[config.mk]
export PLATFORM = sky130hd
export DESIGN_NAME = reg_bank_init_flat
export DESIGN_NICKNAME = d
export VERILOG_FILES = /design/src/rtl/reg_bank_init_if.sv /design/src/rtl/reg_bank_init.sv /design/src/flat_wrapper.sv
export SDC_FILE = /design/constraint.sdc
export NUM_CORES = 1
export LEC_CHECK = 0
export ABC_AREA = 1
export CORE_ASPECT_RATIO = 0.6
export CORE_UTILIZATION = 30
export CTS_CLUSTER_DIAMETER = 30
export DETAILED_ROUTE_END_ITERATION = 10
export PLACE_DENSITY = 0.43
export SLEW_MARGIN = 25
export SYNTH_ARGS = -nofsm -noshare
export SYNTH_HDL_FRONTEND = slang
export SYNTH_SLANG_ARGS = --single-unit
[constraint.sdc]
create_clock -name clk -period 4.1 [get_ports clk]
set_clock_uncertainty 0.2 [all_clocks]
set_input_delay 1.025 -clock clk [delete_from_list [all_inputs] [get_ports clk]]
set_output_delay 1.025 -clock clk [all_outputs]
set_load 0.01 [all_outputs]
[src/rtl/reg_bank_init_if.sv]
// Register-file access bundle: one write port, two read ports and the ready flag.
// Latency: reads are combinational and writes land on the next rising edge.
// Backpressure: none; the master must hold off writes until ready is high.
interface reg_bank_init_if #(
    parameter int unsigned DATA_W = 32
);
    logic              RegWrite;
    logic [4:0]        WriteReg;
    logic [DATA_W-1:0] WriteData;
    logic [4:0]        ReadReg1;
    logic [4:0]        ReadReg2;
    logic [DATA_W-1:0] ReadData1;
    logic [DATA_W-1:0] ReadData2;
    logic              ready;

    // Requester side: control unit, operand fetch and write-register select mux.
    modport master (
        output RegWrite, WriteReg, WriteData, ReadReg1, ReadReg2,
        input  ReadData1, ReadData2, ready
    );

    // Register file side.
    modport slave (
        input  RegWrite, WriteReg, WriteData, ReadReg1, ReadReg2,
        output ReadData1, ReadData2, ready
    );
endinterface

[src/rtl/reg_bank_init.sv]
// 32-entry register file with a post-reset clearing sweep and write-through read bypass.
// Latency: 0-cycle reads, 1-edge writes; ready rises 32 edges after reset is released.
// Backpressure: writes are silently dropped while ready is low; reads return 0 then.
module reg_bank_init #(
    parameter int unsigned       DATA_W  = 32,
    parameter int unsigned       SP_IDX  = 29,
    parameter logic [DATA_W-1:0] SP_INIT = DATA_W'(227)
) (
    input  logic                clk,
    input  logic                reset,
    reg_bank_init_if.slave      bus
);

    typedef enum logic {INIT, RUN} state_t;

    state_t            state_q, state_d;
    logic [4:0]        idx_q, idx_d;
    logic              ready_q, ready_d;
    logic [DATA_W-1:0] regs_q [32];

    logic              wr_en;
    logic [4:0]        wr_idx;
    logic [DATA_W-1:0] wr_dat;

    // Zero-index guard, then same-cycle bypass of the write port, then storage.
    function automatic logic [DATA_W-1:0] read_port(
        input logic              rdy,
        input logic [4:0]        raddr,
        input logic              we,
        input logic [4:0]        waddr,
        input logic [DATA_W-1:0] wdata,
        input logic [DATA_W-1:0] stored
    );
        logic [DATA_W-1:0] r;
        r = '0;
        if (rdy && (raddr != 5'd0)) begin
            if (we && (waddr == raddr)) begin
                r = wdata;
            end else begin
                r = stored;
            end
        end
        return r;
    endfunction

    // Sweep control: walk idx through every entry, then hand over to user writes.
    always_comb begin
        state_d = state_q;
        idx_d   = idx_q;
        ready_d = ready_q;
        wr_en   = 1'b0;
        wr_idx  = bus.WriteReg;
        wr_dat  = bus.WriteData;
        case (state_q)
            INIT: begin
                wr_en  = 1'b1;
                wr_idx = idx_q;
                wr_dat = (idx_q == 5'(SP_IDX)) ? SP_INIT : '0;
                idx_d  = idx_q + 5'd1;
                if (idx_q == 5'd31) begin
                    state_d = RUN;
                    ready_d = 1'b1;
                end
            end
            RUN: begin
                // Entry 0 is hardwired to zero, so writes to it never land.
                wr_en = bus.RegWrite && (bus.WriteReg != 5'd0);
            end
            default: begin
                state_d = INIT;
                idx_d   = 5'd0;
                ready_d = 1'b0;
            end
        endcase
    end

    // Control state register; reset restarts the sweep from entry 0.
    always_ff @(posedge clk) begin
        if (reset) begin
            state_q <= INIT;
            idx_q   <= 5'd0;
            ready_q <= 1'b0;
        end else begin
            state_q <= state_d;
            idx_q   <= idx_d;
            ready_q <= ready_d;
        end
    end

    // Storage update; contents survive reset and are cleared by the sweep instead.
    always_ff @(posedge clk) begin
        if (!reset && wr_en) begin
            regs_q[wr_idx] <= wr_dat;
        end
    end

    // Combinational read ports; RegWrite is only honoured for bypass once ready.
    always_comb begin
        bus.ReadData1 = read_port(ready_q, bus.ReadReg1, bus.RegWrite, bus.WriteReg,
                                  bus.WriteData, regs_q[bus.ReadReg1]);
        bus.ReadData2 = read_port(ready_q, bus.ReadReg2, bus.RegWrite, bus.WriteReg,
                                  bus.WriteData, regs_q[bus.ReadReg2]);
    end

    assign bus.ready = ready_q;

endmodule

[src/flat_wrapper.sv]
// flat-port wrapper written by rule: the top's interface ports become plain ports
module reg_bank_init_flat 
#(
    parameter int unsigned       DATA_W  = 32,
    parameter int unsigned       SP_IDX  = 29,
    parameter logic [DATA_W-1:0] SP_INIT = DATA_W'(227)
)
  (clk, reset, bus_RegWrite, bus_WriteReg, bus_WriteData, bus_ReadReg1, bus_ReadReg2, bus_ReadData1, bus_ReadData2, bus_ready);
  reg_bank_init_if #(.DATA_W(DATA_W)) bus_i ();
  input  logic clk;
  input  logic reset;
  input wire logic [$bits(bus_i.RegWrite)-1:0] bus_RegWrite;
  input wire logic [$bits(bus_i.WriteReg)-1:0] bus_WriteReg;
  input wire logic [$bits(bus_i.WriteData)-1:0] bus_WriteData;
  input wire logic [$bits(bus_i.ReadReg1)-1:0] bus_ReadReg1;
  input wire logic [$bits(bus_i.ReadReg2)-1:0] bus_ReadReg2;
  output wire logic [$bits(bus_i.ReadData1)-1:0] bus_ReadData1;
  output wire logic [$bits(bus_i.ReadData2)-1:0] bus_ReadData2;
  output wire logic [$bits(bus_i.ready)-1:0] bus_ready;
  assign bus_i.RegWrite = bus_RegWrite;
  assign bus_i.WriteReg = bus_WriteReg;
  assign bus_i.WriteData = bus_WriteData;
  assign bus_i.ReadReg1 = bus_ReadReg1;
  assign bus_i.ReadReg2 = bus_ReadReg2;
  assign bus_ReadData1 = bus_i.ReadData1;
  assign bus_ReadData2 = bus_i.ReadData2;
  assign bus_ready = bus_i.ready;
  reg_bank_init #(.DATA_W(DATA_W), .SP_IDX(SP_IDX), .SP_INIT(SP_INIT)) u_core (.clk(clk), .reset(reset), .bus(bus_i));
endmodule
==> qor.tcl <==
set qor(status) {complete, but fails checks}
set qor(failed_checks) {setup timing}
set qor(grtUsageTotal_pct) 26.7
set qor(via_count) 50900
set qor(hold-path-endpoint) {u_core.idx_q[4]$_SDFFE_PP0N_}
set qor(synth_edf_count) 1024
set qor(route.detailed.vias_per_inst) 5.06
set qor(worstHoldStart) {u_core.idx_q[4]$_SDFFE_PP0N_}
set qor(layout.cell_area.non_filler_sq_mm) 0.0748
set qor(share_of_the_clock_period_used_by_the_worst_path_pct) 105
set qor(post-route-worst-setup-slack_ps) -204
set qor(synth_compound_gate_area_share_pct) 4.11
set qor(total_leakage_power_nw) 32.5
set qor(tns_ps) -936
set qor(floorplan_die_area_sq_mm) 0.186
set qor(path_cells) {buf_4, buf_12, nor2_4, buf_12, buf_12, nand2_1, nor2_1, nor2_1, nand2_1, nand2_1, a21oi_1, clkdlybuf4s50_1}
set qor(fin_hold_ws_ps) 290
set qor(synth_top_family_by_area) {simple AND/OR/NAND/NOR gates}
set qor(final_antenna_net_count) 0
set qor(reg2reg_to) {u_core.regs_q[15][14]$_DFFE_PP_}
set qor(pin_count) 115
set qor(cts_buffers) 217
set qor(floorplan.initialDensity_pct) 30.3
set qor(yosys-top-cells-area) {sky130_fd_sc_hd__edfxtp_1, sky130_fd_sc_hd__nand2_1, sky130_fd_sc_hd__nand3_1}
set qor(post_synth_instance_area_sq_mm) 0.0552
set qor(cts_sinks) 1031
set qor(postLayoutCoreUtil_pct) 41.0
set qor(route.detailed.wl_per_inst_microns) 25.4
set qor(timing.reg2reg.worst_path_depth) 9
set qor(post-synth-top-area-fraction_pct) 55.7
set qor(cts_tree) {done}
set qor(dr.first_iter.drc_count) 6247
set qor(critical_path_arrival_ps) 3080
set qor(yosys.area_share.simple_pct) 31.5
set qor(clkTransAtPathRegs_ps) 40
set qor(internal_power_mw) 24.6
set qor(postSynth.asyncResetShare_pct) 0
set qor(rsz0062_at_grt) {yes}
set qor(drive_above_1_share_pct) 16.8
set qor(clock_power_share_pct) 54.5
set qor(cpMaxStageDelayCell) {sky130_fd_sc_hd__clkdlybuf4s50_1}
set qor(largest_stage_delay_on_the_critical_path_ps) 560
set qor(synthDominantAreaCellType) {sky130_fd_sc_hd__edfxtp_1}
set qor(placementRows) 121
set qor(coreArea_sq_mm) 0.182
set qor(crit_required_ps) 2870
set qor(gp_congestion) 0.865
set qor(worst_hold_path.num_cells) 2
set qor(ir_drop_v) 0.000393
set qor(p_sw_mw) 8.28
set qor(comb_power_share_pct) 10.4
set qor(type_of_destination_of_the_critical_path) {primary output}
set qor(port_buffers) 114
set qor(worst_setup_slack_for_register_to_register_paths_ps) 760
set qor(maxClockFrequency_mhz) 232
set qor(grt_antenna_before_repair) 5
set qor(drt-total-wl_microns) 256000
set qor(areaGrowthSynthToFinish_pct) 35.4
set qor(final_max_slew_violation_count) 0
set qor(worst_r2r_startpoint) {u_core.state_q$_SDFF_PP0_}
set qor(synth-xor-area-share_pct) 0.0159
set qor(postSynthNetCount) 6919
set qor(grt_pass1_vias) 47700
set qor(start_kind) {input pin}
set qor(power_frac_seq_pct) 35.1
set qor(crit_path_max_fanout) 17
set qor(synthDistinctLibCells) 29
set qor(clock_latency_at_the_later_pin_of_the_worst_skew_pair_ps) 840
set qor(synthMostInstantiatedCell) {sky130_fd_sc_hd__nand2_1}
set qor(synth-seq-cells) 1031
set qor(synth.yosys.seq_area_share_pct) 55.9
set qor(post_cts_hold_buffer_count) 0
set qor(post-route-min-period_ps) 4300
set qor(report.final.setup_viol) 13
set qor(grt_pass1_wl_microns) 356000
set qor(number_of_levels_in_the_clock_h_tree) 4
set qor(worst_slew_margin_rel_pct) 30.1
set qor(grt_max_degree) 43
set qor(max_slew.worst_pin.slew_ps) 1050
set qor(drt_pass1_iterations) 7
set qor(min-delay-path-class) {flop to flop}
set qor(postSynthAreaPerCell_sq_um) 8.04
set qor(syn-instance-count) 6866
set qor(worstSetupPathType) {input pin to primary output}
set qor(post-route-drc-count) 0
set qor(finalHoldViolations) 0
set qor(place.detailed.hpwl_microns) 156000
set qor(ys_dominant_reg_cell) {sky130_fd_sc_hd__edfxtp_1}
set qor(gr-total-overflow) 0
set qor(die_x_microns) 556
set qor(finalNetCount) 7487
set qor(placed_cell_area_sq_mm) 0.0646
set qor(post_synthesis_mux_area_share_pct) 0
set qor(switching_power_share_of_the_total_pct) 25.2
set qor(maxCapViolations) 0
set qor(cts.root.buffer_cell) {sky130_fd_sc_hd__clkbuf_16}
set qor(die_height_microns) 334
set qor(cts_max_path_buffers) 4
set qor(synth_adder_area_share_pct) 0.0680
set qor(synth.top_cells.by_count) {sky130_fd_sc_hd__nand2_1, sky130_fd_sc_hd__edfxtp_1, sky130_fd_sc_hd__nand3_1}
set qor(fill_cells) 18000
set qor(yosys_warnings) 0
set qor(pwr_dens_mw_per_mm2) 440
-- metal layers --
layer / global-route usage, % / vias to the layer above / part of all wire [%]
met5: 0 / - / 0.0031
met1: 39.6 / 24500 / 46
met2: 39.5 / 2447 / 42
met4: 8.31 / 2 / 3.2
met3: 3.90 / 455 / 8.3
li1: - / 23500 / -
-- critical path: cells and delay by family --
kind | cells | cell delay (ps)
buf+inv | 5 | 1240
simple gates | 6 | 610
compound gates | 1 | 180
-- logic make-up (layout without fill, tap and decap cells) --
| kind of cell | count (synthesis) | count (layout) |
|---|---|---|
| buffers and inverters | 1126 | 1865 |
| and+or+nand+nor | 4290 | 4290 |
| adders and majority gates | 3 | 3 |
| xor gates and xnor gates | 1 | 1 |
| AOI/OAI and AO/OA | 415 | 415 |
| other | 0 | 1 |
| DFF | 1031 | 1031 |
-- registers in the layout (all words and copies together) (netlist names) --
name              count
u_core.state_q        1
u_core.idx_q          5
u_core.regs_q      1024
u_core.bus.ready      1
-- repair_timing --
action                                  4_1_cts  5_1_grt
setup buffers                                46       32
gates cloned                                 24       15
pin swaps                                    17       42
endpoints found under the setup margin       64       60
gates resized for setup                     344      183
-- placed cells by master (no fill, tap or decap), types with 13 or more instances in the layout --
| master | netlist | layout |
|---|---|---|
| sky130_fd_sc_hd__a21oi_1 | 100 | 73 |
| sky130_fd_sc_hd__a21oi_2 | 0 | 26 |
| sky130_fd_sc_hd__buf_12 | 0 | 207 |
| sky130_fd_sc_hd__buf_16 | 0 | 40 |
| sky130_fd_sc_hd__buf_2 | 199 | 23 |
| sky130_fd_sc_hd__buf_4 | 11 | 356 |
| sky130_fd_sc_hd__buf_6 | 15 | 42 |
| sky130_fd_sc_hd__bufbuf_16 | 0 | 14 |
| sky130_fd_sc_hd__bufinv_16 | 0 | 33 |
| sky130_fd_sc_hd__clkbuf_1 | 158 | 25 |
| sky130_fd_sc_hd__clkbuf_16 | 0 | 233 |
| sky130_fd_sc_hd__clkbuf_2 | 0 | 14 |
| sky130_fd_sc_hd__clkdlybuf4s50_1 | 0 | 35 |
| sky130_fd_sc_hd__clkinv_1 | 3 | 27 |
| sky130_fd_sc_hd__clkinv_2 | 0 | 35 |
| sky130_fd_sc_hd__clkinv_4 | 0 | 21 |
| sky130_fd_sc_hd__clkinvlp_4 | 0 | 17 |
| sky130_fd_sc_hd__dlygate4sd2_1 | 0 | 16 |
| sky130_fd_sc_hd__edfxtp_1 | 1024 | 1024 |
| sky130_fd_sc_hd__inv_1 | 680 | 677 |
| sky130_fd_sc_hd__nand2_1 | 2633 | 2575 |
| sky130_fd_sc_hd__nand2_2 | 1 | 44 |
| sky130_fd_sc_hd__nand2_4 | 0 | 15 |
| sky130_fd_sc_hd__nand3_1 | 992 | 951 |
| sky130_fd_sc_hd__nand3_2 | 1 | 36 |
| sky130_fd_sc_hd__nor2_1 | 646 | 596 |
| sky130_fd_sc_hd__nor2_2 | 0 | 13 |
| sky130_fd_sc_hd__nor2_4 | 0 | 37 |
| sky130_fd_sc_hd__o211ai_1 | 72 | 72 |
| sky130_fd_sc_hd__o21ai_0 | 208 | 184 |
| sky130_fd_sc_hd__o21ai_1 | 28 | 48 |
-- worst max-delay path by stage --
stage / startpoint / end / cells after the start / slack [ps]
after floorplan: bus_WriteReg[1] / u_core.regs_q[13][0]$_DFFE_PP_ / 7 / 370
after global placement: bus_ReadReg1[0] / bus_ReadData1[27] / 12 / -490
after detailed placement: bus_ReadReg1[0] / bus_ReadData1[27] / 12 / -480
after CTS: bus_ReadReg2[0] / bus_ReadData2[17] / 11 / -230
after global routing: bus_ReadReg2[0] / bus_ReadData2[17] / 11 / -300
final: bus_ReadReg2[3] / bus_ReadData2[17] / 12 / -200
-- stage by stage --
| step | power (mW) | worst slack [ps] | instances |
|---|---|---|---|
| after floorplan | 13.1 | 369 | 6866 |
| after global placement | 14.7 | -490 | 9562 |
| after detailed placement | 14.7 | -481 | 9562 |
| after CTS | 32.9 | -234 | 10000 |
| after global routing | 33.8 | -297 | 10100 |
| final | 32.9 | -204 | 10100 |
-- final cells by class --
type | count | area, sq um | share of cell area (%)
flip-flops and latches | 1031 | 30900 | 41.3
multi-input cells | 4709 | 20600 | 27.6
repair buffers | 785 | 10200 | 13.6
clock buffers | 244 | 5570 | 7.46
well taps | 2460 | 3080 | 4.12
inverters | 689 | 2660 | 3.56
clock inverters | 146 | 1740 | 2.33
repair inverters | 1 | 11.3 | 0.0151
diodes | 1 | 2.50 | 0.00335
-- power groups by stage --
stage | Clock (mW) | Combinational (mW) | Sequential, mW
global placement | 0 | 2.96 | 11.7
CTS | 18.1 | 3.24 | 11.5
global route | 18.6 | 3.62 | 11.5
detailed placement | 0 | 2.95 | 11.7
floorplan | 0 | 1.41 | 11.7
finish | 17.9 | 3.41 | 11.5
Power figures use the tool's default switching activity.
